`src/rtl/router_fsm_ctrl.sv`:
```
// Control FSM for the 1x3 router input path. It decodes the header destination,
// sequences the byte register through the packet phases, and handles FIFO-full stalls and soft resets.
module router_fsm_ctrl #(
  parameter int NUM_DEST = 3,
  parameter int ADDR_W   = 2
) (
  input  logic                clk,
  input  logic                rst,
  input  logic                packet_valid,
  input  logic [ADDR_W-1:0]   datain,
  input  logic                fifo_full,
  input  logic [NUM_DEST-1:0] fifo_empty,
  input  logic [NUM_DEST-1:0] soft_reset,
  input  logic                parity_done,
  input  logic                low_packet_valid,
  output logic [ADDR_W-1:0]   dest_addr,
  output logic                detect_add,
  output logic                lfd_state,
  output logic                ld_state,
  output logic                laf_state,
  output logic                full_state,
  output logic                rst_int_reg,
  output logic                write_enb_reg,
  output logic                busy,
  output logic [7:0]          state_dbg
);

  localparam logic [7:0] DECODE          = 8'b0000_0001;
  localparam logic [7:0] LOAD_FIRST_DATA = 8'b0000_0010;
  localparam logic [7:0] LOAD_DATA       = 8'b0000_0100;
  localparam logic [7:0] LOAD_PARITY     = 8'b0000_1000;
  localparam logic [7:0] CHECK_PARITY    = 8'b0001_0000;
  localparam logic [7:0] FIFO_FULL       = 8'b0010_0000;
  localparam logic [7:0] LOAD_AFTER_FULL = 8'b0100_0000;
  localparam logic [7:0] WAIT_TILL_EMPTY = 8'b1000_0000;

  logic [7:0]        state, state_next;
  logic [ADDR_W-1:0] dest_next;
  logic              hdr_addr_ok;
  logic              hdr_empty;
  logic              dest_empty;
  logic              dest_soft;

  // Per-destination lookups by loop so an out-of-range address (3) simply matches nothing.
  always_comb begin
    hdr_addr_ok = 1'b0;
    hdr_empty   = 1'b0;
    dest_empty  = 1'b0;
    dest_soft   = 1'b0;
    for (int i = 0; i < NUM_DEST; i++) begin
      if (datain == ADDR_W'(i)) begin
        hdr_addr_ok = 1'b1;
        hdr_empty   = fifo_empty[i];
      end
      if (dest_addr == ADDR_W'(i)) begin
        dest_empty = fifo_empty[i];
        dest_soft  = soft_reset[i];
      end
    end
  end

  always_comb begin
    state_next = state;
    dest_next  = dest_addr;
    if (state != DECODE && dest_soft) begin
      state_next = DECODE;
    end else begin
      case (state)
        DECODE: begin
          if (packet_valid && hdr_addr_ok) begin
            dest_next  = datain;
            state_next = hdr_empty ? LOAD_FIRST_DATA : WAIT_TILL_EMPTY;
          end
        end
        WAIT_TILL_EMPTY: begin
          if (dest_empty) state_next = LOAD_FIRST_DATA;
        end
        LOAD_FIRST_DATA: state_next = LOAD_DATA;
        LOAD_DATA: begin
          if (fifo_full)         state_next = FIFO_FULL;
          else if (!packet_valid) state_next = LOAD_PARITY;
        end
        LOAD_PARITY:  state_next = CHECK_PARITY;
        CHECK_PARITY: state_next = fifo_full ? FIFO_FULL : DECODE;
        FIFO_FULL: begin
          if (!fifo_full) state_next = LOAD_AFTER_FULL;
        end
        LOAD_AFTER_FULL: begin
          if (parity_done)           state_next = DECODE;
          else if (low_packet_valid) state_next = LOAD_PARITY;
          else                       state_next = LOAD_DATA;
        end
        // Any corrupted one-hot pattern falls back to a clean DECODE.
        default: state_next = DECODE;
      endcase
    end
  end

  always_ff @(posedge clk) begin
    if (!rst) begin
      state     <= DECODE;
      dest_addr <= '0;
    end else begin
      state     <= state_next;
      dest_addr <= dest_next;
    end
  end

  // Handshake: the source keeps its byte on the bus while busy=1; a byte is taken
  // on a rising edge only when busy=0 (DECODE for headers, LOAD_DATA for payload).
  assign detect_add    = (state == DECODE);
  assign lfd_state     = (state == LOAD_FIRST_DATA);
  assign ld_state      = (state == LOAD_DATA);
  assign laf_state     = (state == LOAD_AFTER_FULL);
  assign full_state    = (state == FIFO_FULL);
  assign rst_int_reg   = (state == CHECK_PARITY);
  assign write_enb_reg = (state == LOAD_DATA) || (state == LOAD_PARITY) ||
                         (state == LOAD_AFTER_FULL);
  assign busy          = !((state == DECODE) || (state == LOAD_DATA));
  assign state_dbg     = state;

endmodule
```
`config.mk`:
```
export PLATFORM = sky130hd
export DESIGN_NAME = router_fsm_ctrl
export DESIGN_NICKNAME = d
export VERILOG_FILES = /design/src/rtl/router_fsm_ctrl.sv
export SDC_FILE = /design/constraint.sdc
export NUM_CORES = 1
export LEC_CHECK = 0
export BUFFER_PORTS_ARGS = -buffer_cell sky130_fd_sc_hd__buf_2
export CAP_MARGIN = 20
export CORE_ASPECT_RATIO = 1.25
export CORE_MARGIN = 2
export CORE_UTILIZATION = 45
export CTS_CLUSTER_DIAMETER = 150
export CTS_CLUSTER_SIZE = 20
export DETAILED_ROUTE_END_ITERATION = 6
export GPL_ROUTABILITY_DRIVEN = 1
export PLACE_DENSITY = 0.85
export SLEW_MARGIN = 30
export SYNTH_ARGS = -nofsm -noshare
export SYNTH_HDL_FRONTEND = slang
export SYNTH_SLANG_ARGS = --single-unit
```
`constraint.sdc`:
```
create_clock -name clk -period 2.2 [get_ports clk]
set_input_delay 0.44 -clock clk [delete_from_list [all_inputs] [get_ports clk]]
set_output_delay 0.44 -clock clk [all_outputs]
set_load 0.02 [all_outputs]
```
==> metrics.md, run 1 <==
| Metric | Value |
|---|---|
| Count of TritonRoute iterations in the first routing pass | 4 |
| Slowest stage delay, CP | around 0.43 ns |
| Total via count after detailed routing | 808 |
| Maximum frequency from static timing analysis | 0.476 GHz |
| Final Skew | ~0.0063 ns |
| Post-synth EDFFs | 0 |
| Via count of the first global-routing pass | 747 |
| Critical path launch point | state_dbg[6] |
| Area added between synthesis and finish | 30.2% |
| Worst setup EP type | output port |
| Cell with the biggest individual delay on the critical path | sky130_fd_sc_hd__nor4_4 |
| Clock sinks | 10 |
| Die Span X | 40.1 um |
| Placeable core area | 0.00154 sq mm |
| Worst-case clock buffer depth | 2 |
| I/O Pins | 32 |
| Main flop type after synthesis | sky130_fd_sc_hd__dfxtp_1 |
| Starting Density | 47.6% |
| TritonCTS buffer count | 3 |
| Startpoint-to-endpoint class of the critical path | reg2out |
| Synthesized area divided by synthesized cell count | 8.43 sq um |
| Post-route antenna net violation count | 0 |
| Clock transition at the registers of the reported paths | 0.07 ns |
| CTS HTree Levels | 1 |
| Global-route total usage across every layer | around 23% |
| DP HPWL | ~1600 um |
| Share of synthesized area occupied by flip-flops and latches | a little over a quarter |
| Post-Synth Simple-Gate Area | just over 40% |
| Worst reg2reg setup slack | between 0.4 and 0.5 ns |
| Worst-path maximum fanout | 6 |
| Data arrival time of the critical path | ~1.7 ns |
| Number of warnings issued by yosys | 0 |
| CTS tree | done |
| Global route total overflow | 0 |
| Clock tree root driver cell | sky130_fd_sc_hd__clkbuf_4 |
| Share of cell area taken by muxes after synthesis | around 6.8% |
| Vias per cell | 5.81 |
| Total nets after synthesis | 101 |
| Final nets | 136 |
| Average wire per cell in the routed design | 14.9 um |
| Final cycle utilization of the critical path | 95.4% |
| Clk_lat worst skew | 0.28 ns |
| Worst reg2reg endpoint | state_dbg[3] |
| Hold buffers post-CTS | 0 |
| Top Family by Delay on Critical Path | simple AND/OR/NAND/NOR gates |
| Register-to-Register Path Depth | 4 |
| Tightest slew margin relative to the limit | a little over half |
| Worst hold path cell count | 2 |
| Antenna cells | 0 |
| Run status | complete, no violations |
| Sum of negative setup slack | 0 ns |
| Final Critical Period | 2.10 ns |
| Netlist Area Pre-Place | 733 sq um |
| Cell-by-cell listing of the critical path | nor4_4 > nand2_2 > o21a_1 > inv_1 > buf_2 |
| Total Wirelength | 2080 um |
| Startpoint of the worst register-to-register path | state_dbg[6] |
| Max-slew violation total from the final report | 0 |
| Proportion of layout cells with a drive suffix above 1 | 38.8% |
| Peak ir drop on the vdd network | between 0.0004 and 0.0005 V |
| Static leakage | between 0.4 and 0.5 nW |
| Required @ worst endpoint | between 1.5 and 2 ns |
| Number of remaining DRC errors | 0 |
| Smallest setup slack after layout | 0.101 ns |
| Global placement routability congestion | 0.873 |
| Max-cap violation count | 0 |
| Sum of buffers and inverters on the critical path | 2 |
| Pre-CTS WS | 0.352 ns |
| Number of standard cells after synthesis | 87 |
| Share of synthesized registers carrying an async set or reset | 0% |
| Post-synthesis xor/xnor area fraction | 3.58% |
| First-pass GRT wire length | 3150 um |
| Post-synthesis share of cell area spent on full adders, half adders and majority gates | 0% |
| Chip Height | 49.1 um |
| Die area | about 0.0020 sq mm |
| Share of the synthesized area in compound gates (AO/OA/AOI/OAI) | between 15 and 20% |
| Synth cell types | 41 |
| Antenna violations before repair | 0 |
| Endpoint with the worst hold slack | state_dbg[6] |
| Cell row count | 16 |
| Iteration-0 DRC Markers | 20 |
| Power density over cell area | 817 mW/mm^2 |
| Kind of start point of the critical path | register |
| Maximum number of pins on one net before global-route repair | 10 |
| Largest family of logic cells by synthesized area | simple AND/OR/NAND/NOR gates |
| Endpoints failing setup | 0 |
| # port buffers | 31 |
| Final hold violation count | 0 |
| Hold Path Origin | fifo_full |
| Slew at the pin closest to its max-slew limit | 0.693 ns |
| Post-synthesis sequential element count | 10 |
| HP Class | in2reg |
## routing by layer
metal  share of wire, %  track usage, %
met4                2.2            12.1
met3                6.3            2.74
met1                 40            24.6
met5                  0               0
met2                 52            40.1
## cells by family after synthesis
| family | count (synthesis) |
|---|---|
| AND/OR/NAND/NOR | 43 |
| AO/OA/AOI/OAI | 16 |
| flip-flops | 10 |
| buffers and inverters | 10 |
| multiplexers | 5 |
| XOR/XNOR | 3 |
## area by class of cell
type / instances / area [sq um]
fillers: 133 / 587
multi-input cells: 67 / 499
flip-flops and latches: 10 / 200
repair buffers: 33 / 170
clock buffers: 4 / 36.3
inverters: 7 / 26.3
well taps: 18 / 22.5
## metrics by stage
stage	util (%)	power, W	cells	cell area [sq um]	hold WS (ns)
final	61.9	0.000780	139	955	0.400
after global routing	61.9	0.000820	139	955	0.405
after CTS	60.6	0.000759	137	933	0.392
after detailed placement	58.2	0.000585	133	897	0.561
after global placement	58.2	0.000577	133	897	0.562
after floorplan	-	0.000488	87	733	0.516
## how the worst max path moves through the flow
stage	end	slack (ns)	cells after the start
6_report	write_enb_reg	0.10	5
5_1_grt	detect_add	-0.0006	3
4_1_cts	write_enb_reg	0.05	5
3_5_place_dp	write_enb_reg	0.35	5
3_3_place_gp	write_enb_reg	0.40	5
2_1_floorplan	busy	0.25	5
## registers in the layout, summed over array words and instances (netlist names)
signal,flops
state_dbg,8
dest_addr,2
## synthesized netlist by cell type (2+ instances only)
library cell / instances / area (sq um)
sky130_fd_sc_hd__a2bb2oi_1: 2 / 17.5
sky130_fd_sc_hd__nor4_1: 2 / 12.5
sky130_fd_sc_hd__nand2_1: 2 / 7.51
sky130_fd_sc_hd__dfxtp_1: 10 / 200
sky130_fd_sc_hd__xor2_1: 2 / 17.5
sky130_fd_sc_hd__nor4_4: 2 / 42.5
sky130_fd_sc_hd__nor3_1: 2 / 10.0
sky130_fd_sc_hd__and4b_2: 2 / 22.5
sky130_fd_sc_hd__o21ai_0: 2 / 10.0
sky130_fd_sc_hd__buf_2: 2 / 10.0
sky130_fd_sc_hd__a21oi_1: 3 / 15.0
sky130_fd_sc_hd__nand4_1: 2 / 12.5
sky130_fd_sc_hd__nand3_1: 4 / 20.0
sky130_fd_sc_hd__nor2_1: 8 / 30.0
sky130_fd_sc_hd__mux2i_1: 5 / 50.1
sky130_fd_sc_hd__nor2b_1: 3 / 18.8
sky130_fd_sc_hd__inv_1: 7 / 26.3
sky130_fd_sc_hd__nand2b_1: 3 / 18.8
sky130_fd_sc_hd__or4_1: 2 / 15.0
## power by group
group / internal [W] / leakage (nW) / switching, W
registers: 0.000202 / 0.0812 / 0.0000441
clock network: 0.000101 / 0.0210 / 0.0000782
logic: 0.000148 / 0.372 / 0.000206
total: 0.000451 / 0.474 / 0.000329
## cell usage in the layout (no fill, tap or decap), types with 2 or more instances in the layout
cell type                    n
sky130_fd_sc_hd__mux2i_1     5
sky130_fd_sc_hd__nand4_1     2
sky130_fd_sc_hd__clkbuf_4    3
sky130_fd_sc_hd__nor2_1      8
sky130_fd_sc_hd__nand2b_1    3
sky130_fd_sc_hd__nor3_1      2
sky130_fd_sc_hd__nand3_1     4
sky130_fd_sc_hd__nand2_1     2
sky130_fd_sc_hd__and4b_2     2
sky130_fd_sc_hd__inv_1       7
sky130_fd_sc_hd__a21oi_1     3
sky130_fd_sc_hd__xor2_1      2
sky130_fd_sc_hd__nor4_4      2
sky130_fd_sc_hd__nor2b_1     3
sky130_fd_sc_hd__or4_1       2
sky130_fd_sc_hd__dfxtp_1    10
sky130_fd_sc_hd__buf_2      31
sky130_fd_sc_hd__buf_4       2
sky130_fd_sc_hd__o21ai_0     2
sky130_fd_sc_hd__a2bb2oi_1   2
## what timing repair did
| action | CTS | global route |
|---|---|---|
| endpoints found under the setup margin | 0 | 2 |
| setup buffers | 0 | 2 |
| resized for setup | 0 | 1 |
No activity file was read; power rests on OpenSTA's default activity.
==> inputs of run 2 (changes only) <==
- RECOVER_POWER: not set -> 50
==> run 2 against run 1 <==
Die area unchanged. Wire length shrank 1.5%. Largest power group unchanged. Critical endpoint unchanged. Largest cell class unchanged. Combinational power shrank 2%. Via count is 0.74% lower. Clock-buffer cell count stayed put.
==> metrics.md, run 2 (synthesized netlist as in run 1, its figures left out) <==
| Metric | Value |
|---|---|
| Run status | complete, no violations |
| CTS tree | done |
| Worst-path maximum fanout | 6 |
| Worst slack on hold paths | 0.399 ns |
| Most frequent cells in the layout | sky130_fd_sc_hd__buf_2, sky130_fd_sc_hd__dfxtp_1, sky130_fd_sc_hd__nor2_1 |
| Required @ worst endpoint | between 1.5 and 2 ns |
| Clk_lat worst skew | between 0.2 and 0.3 ns |
| Data arrival time of the critical path | 1.66 ns |
| Sequential cell area | 200 sq um |
| Maximum frequency from static timing analysis | 0.477 GHz |
| Final cycle utilization of the critical path | 95.4% |
| CTS HTree Levels | 1 |
| Worst hold path cell count | 2 |
| Antenna violations before repair | 0 |
| Overall power of the completed layout | about 0.00077 W |
| Max FFs per register | 8 |
| Die Span X | between 40 and 50 um |
| Final nets | 136 |
| Global-route total usage across every layer | a little under a quarter |
| Register-to-Register Path Depth | 4 |
| I/O Pins | 32 |
| Total Wirelength | 2040 um |
| Iteration-0 DRC Markers | 20 |
| Maximum number of pins on one net before global-route repair | 10 |
| Commonest non-fill, non-tap cell in the layout | sky130_fd_sc_hd__buf_2 |
| Vias per cell | 5.77 |
| First-pass GRT wire length | between 3000 and 4000 um |
| Smallest setup slack after layout | 0.101 ns |
| Count of TritonRoute iterations in the first routing pass | 5 |
| Clock transition at the registers of the reported paths | 0.07 ns |
| DP HPWL | between 1500 and 2000 um |
| Clock tree root driver cell | sky130_fd_sc_hd__clkbuf_4 |
| Hold Path Origin | fifo_full |
| Worst reg2reg endpoint | state_dbg[3] |
| Average wire per cell in the routed design | 14.7 um |
| Final Skew | 0.00628 ns |
| Worst reg2reg setup slack | 0.43 ns |
| Worst-case clock buffer depth | 2 |
| Clock sinks | 10 |
| Tightest slew margin relative to the limit | 55.2% |
| Via count of the first global-routing pass | between 700 and 800 |
| Total via count after detailed routing | 802 |
| Final instance count without filler cells | 139 |
| Die area | 0.00197 sq mm |
| Total of fill cells in the finished design | 138 |
| # port buffers | 31 |
| Power density over cell area | 818 mW/mm^2 |
| Max-slew violation total from the final report | 0 |
| Startpoint-to-endpoint class of the critical path | reg2out |
| Global placement routability congestion | 0.873 |
| Slew at the pin closest to its max-slew limit | 0.669 ns |
| Worst setup EP type | output port |
| Placeable core area | 0.00154 sq mm |
| HP Class | in2reg |
| Post-route antenna net violation count | 0 |
| Cell row count | 16 |
| Kind of start point of the critical path | register |
| Area of the multi-input gates | 499 sq um |
| Static leakage | 0.447 nW |
| Number of remaining DRC errors | 0 |
| Chip Height | approximately 50 um |
| Peak ir drop on the vdd network | 0.000456 V |
| Pre-CTS WS | roughly 0.35 ns |
| Antenna cells | 0 |
| Area added between synthesis and finish | 29.0% |
| TritonCTS buffer count | 3 |
| Endpoints failing setup | 0 |
| Global route total overflow | 0 |
| Endpoint with the worst hold slack | state_dbg[6] |
| Max-cap violation count | 0 |
| Startpoint of the worst register-to-register path | state_dbg[6] |
| Final hold violation count | 0 |
| Proportion of layout cells with a drive suffix above 1 | 33.1% |
| Final Critical Period | 2.10 ns |
| Starting Density | 47.6% |
| Cell count after placement | 133 |
| Sum of negative setup slack | 0 ns |
[run 2: changes by cell type in the layout (fill, tap and decap cells not counted)]
| cell | delta |
|---|---|
| sky130_fd_sc_hd__buf_2 | -7 |
| sky130_fd_sc_hd__clkbuf_1 | +7 |
[run 2: where the power goes]
group	switching [W]	total, W	internal (W)
logic	0.000206	0.000348	0.000142
registers	0.0000446	0.000247	0.000202
clock network	0.0000779	0.000179	0.000101
[run 2: worst max path at each step]
| stage | startpoint | end | slack (ns) |
|---|---|---|---|
| after floorplan | state_dbg[4] | busy | 0.25 |
| after global placement | state_dbg[6] | write_enb_reg | 0.40 |
| after detailed placement | state_dbg[6] | write_enb_reg | 0.35 |
| after CTS | state_dbg[6] | write_enb_reg | 0.05 |
| after global routing | state_dbg[6] | write_enb_reg | -0.002 |
| final | state_dbg[6] | write_enb_reg | 0.10 |
[run 2: critical path, cell delays in order (launching register included)]
cell and delay [ns]:
sky130_fd_sc_hd__dfxtp_1 0.39, sky130_fd_sc_hd__nor4_4 0.44, sky130_fd_sc_hd__nand2_2 0.14, sky130_fd_sc_hd__o21a_1 0.22, sky130_fd_sc_hd__inv_1 0.05, sky130_fd_sc_hd__buf_2 0.15
[run 2: repair_timing]
| action | in CTS | in global routing |
|---|---|---|
| resized for setup | 0 | 1 |
| hold buffers | 0 | 0 |
| endpoints found under the setup margin | 0 | 2 |
| setup buffers | 0 | 2 |
[run 2: metal layers]
metal  vias up  share of wire, %  global-route usage (%)
met2        37                52                    40.1
met5         -                 0                       0
li1        389                 -                       -
met4         0               2.3                    12.1
met1       372                40                    24.6
met3         4               5.4                    2.74
[run 2: cell type report]
cell class	count	share of cell area (%)
inverter	7	2.78
timing repair buffer	33	17.1
sequential	10	21.2
clock buffer	4	3.84
tap	18	2.38
multi-input combinational	67	52.8
[run 2: stage by stage]
stage	instance area, sq um	utilization (%)
final	946	61.4
after detailed placement	897	58.2
after floorplan	733	-
after CTS	933	60.6
after global placement	897	58.2
after global routing	946	61.4
==> inputs of run 3 (changes only) <==
- CORE_ASPECT_RATIO: 1.25 -> not set
- CORE_UTILIZATION: 45 -> 49
- PLACE_DENSITY: 0.85 -> 0.91
- clock period: 2.2 -> 2.5 ns (I/O delays scaled with it)
==> run 3 against run 2 <==
Sequential share of layout area grew 0.81 points. Utilization grew 6.1 points. Register-to-register slack gained 0.17 ns. Critical path depth shrank 1. Clock-buffer cell count is the same. Worst setup slack gained 0.11 ns. Clock skew shrank 0.0015 ns. Largest power group unchanged. Highest routed layer unchanged.
==> metrics.md, run 3 (synthesized netlist as in run 1, its figures left out) <==
| Metric | Value |
|---|---|
| Final Skew | 0.00482 ns |
| Critical Path Stages | 4 |
| Total Wirelength | 1930 um |
| Power density over cell area | 729 mW/mm^2 |
| Clock transition at the registers of the reported paths | 0.07 ns |
| Worst reg2reg setup slack | 0.60 ns |
| First-pass GRT wire length | 3130 um |
| Kind of start point of the critical path | register |
| Final cycle utilization of the critical path | 91.6% |
| Buffers inserted during post-CTS setup optimization | 0 |
| Area added between synthesis and finish | 24.2% |
| Most frequent cells in the layout | sky130_fd_sc_hd__buf_2, sky130_fd_sc_hd__dfxtp_1, sky130_fd_sc_hd__clkbuf_1 |
| Max-slew violation total from the final report | 0 |
| Maximum number of pins on one net before global-route repair | 10 |
| Hold Path Origin | fifo_full |
| Clk_lat worst skew | ~0.28 ns |
| Die Span X | 42.7 um |
| Final hold violation count | 0 |
| Total of fill cells in the finished design | 121 |
| Vias per cell | 5.96 |
| CTS HTree Levels | 1 |
| # port buffers | 31 |
| Sum of negative setup slack | 0 ns |
| Placeable core area | 0.00135 sq mm |
| Cell-by-cell listing of the critical path | nor4b_1 > and2_0 > nor2_1 > buf_2 |
| Cell row count | 13 |
| Endpoint with the worst hold slack | state_dbg[6] |
| Run status | complete, no violations |
| Peak ir drop on the vdd network | 0.000438 V |
| Max FFs per register | 8 |
| Worst setup EP type | output port |
| Chip Height | 42.7 um |
| Slowest stage delay, CP | 0.51 ns |
| Clock tree root driver cell | sky130_fd_sc_hd__clkbuf_4 |
| TritonCTS buffer count | 3 |
| Cell with the biggest individual delay on the critical path | sky130_fd_sc_hd__dfxtp_1 |
| Global placement routability congestion | 0.925 |
| Sum of buffers and inverters on the critical path | 1 |
| Global route total overflow | 0 |
| Number of remaining DRC errors | 0 |
| Final instance count without filler cells | 134 |
| Antenna violations before repair | 0 |
| Worst-case clock buffer depth | 2 |
| Startpoint-to-endpoint class of the critical path | reg2out |
| Final Critical Period | 2.29 ns |
| I/O Pins | 32 |
| Iteration-0 DRC Markers | 15 |
| Clock sinks | 10 |
| Tightest slew margin relative to the limit | 51.3% |
| Maximum frequency from static timing analysis | around 0.44 GHz |
| HP Class | in2reg |
| Static leakage | 0.418 nW |
| Required @ worst endpoint | 2.00 ns |
| DP HPWL | 1520 um |
| Endpoints failing setup | 0 |
| Final nets | around 130 |
| Max-cap violation count | 0 |
| Slew at the pin closest to its max-slew limit | slightly above 0.7 ns |
| Hold buffers post-CTS | 0 |
| Register-to-Register Path Depth | 4 |
| Smallest setup slack after layout | 0.210 ns |
| Commonest non-fill, non-tap cell in the layout | sky130_fd_sc_hd__buf_2 |
| Count of TritonRoute iterations in the first routing pass | 4 |
| Antenna cells | 0 |
| Proportion of layout cells with a drive suffix above 1 | 27.7% |
| Startpoint of the worst register-to-register path | state_dbg[0] |
| Cell count after placement | 130 |
| Worst-path maximum fanout | 6 |
| Top Family by Delay on Critical Path | simple AND/OR/NAND/NOR gates |
| Global-route total usage across every layer | 22.9% |
| Data arrival time of the critical path | 1.79 ns |
| Worst hold path cell count | 2 |
| Unrepaired setup endpoints after global routing | no |
| Post-CTS Resized | 0 |
| Starting Density | 54.3% |
| Worst reg2reg endpoint | state_dbg[1] |
| Post-route antenna net violation count | 0 |
| Die area | between 0.0015 and 0.002 sq mm |
| Pre-CTS WS | 0.630 ns |
| Average wire per cell in the routed design | between 10 and 15 um |
| CTS tree | done |
| Via count of the first global-routing pass | between 700 and 800 |
| Total via count after detailed routing | 799 |
-- run 3: worst max path at each step --
stage                 startpoint             to  slack [ns]
floorplan           state_dbg[4]           busy        0.49
global route        state_dbg[0]           busy         0.1
CTS                 state_dbg[6]  write_enb_reg        0.34
global placement    state_dbg[6]  write_enb_reg        0.65
finish              state_dbg[0]           busy        0.21
detailed placement  state_dbg[6]  write_enb_reg        0.63
-- run 3: where the power goes --
part           internal, W  total (W)  leakage (nW)  switching (W)
registers         0.000178   0.000220        0.0812      0.0000420
logic             0.000111   0.000291         0.316       0.000181
clock network    0.0000887   0.000152        0.0210      0.0000636
total             0.000377   0.000664         0.418       0.000286
-- run 3: routing by layer --
layer | vias up | share of wire, % | GRT usage [%]
met2 | 43 | 45 | 36.4
li1 | 393 | - | -
met1 | 356 | 45 | 27.1
met3 | 7 | 6.8 | 5.96
met5 | - | 0 | 0
met4 | 0 | 3.1 | 13.8
-- run 3: metrics by stage --
stage / hold WS, ns / instance area (sq um) / power, W / utilization (%)
final: 0.451 / 911 / 0.000664 / 67.5
after detailed placement: 0.573 / 893 / 0.000519 / 66.2
after global placement: 0.554 / 893 / 0.000506 / 66.2
after floorplan: 0.576 / 733 / 0.000430 / -
after global routing: 0.456 / 911 / 0.000697 / 67.5
after CTS: 0.453 / 930 / 0.000669 / 68.9
-- run 3: worst register-to-register path: stages, from the launching register on --
cell	delay [ns]
sky130_fd_sc_hd__dfxtp_1	0.51
sky130_fd_sc_hd__nor4b_1	0.43
sky130_fd_sc_hd__a21oi_1	0.13
sky130_fd_sc_hd__a2bb2oi_1	0.57
sky130_fd_sc_hd__nor3_1	0.13
-- run 3: final cells by class --
cell class / instances / area (sq um) / area share, %
clock buffers: 4 / 36.3 / 3.98
inverters: 7 / 26.3 / 2.88
multi-input cells: 67 / 487 / 53.4
flip-flops and latches: 10 / 200 / 22.0
well taps: 15 / 18.8 / 2.06
repair buffers: 31 / 143 / 15.7
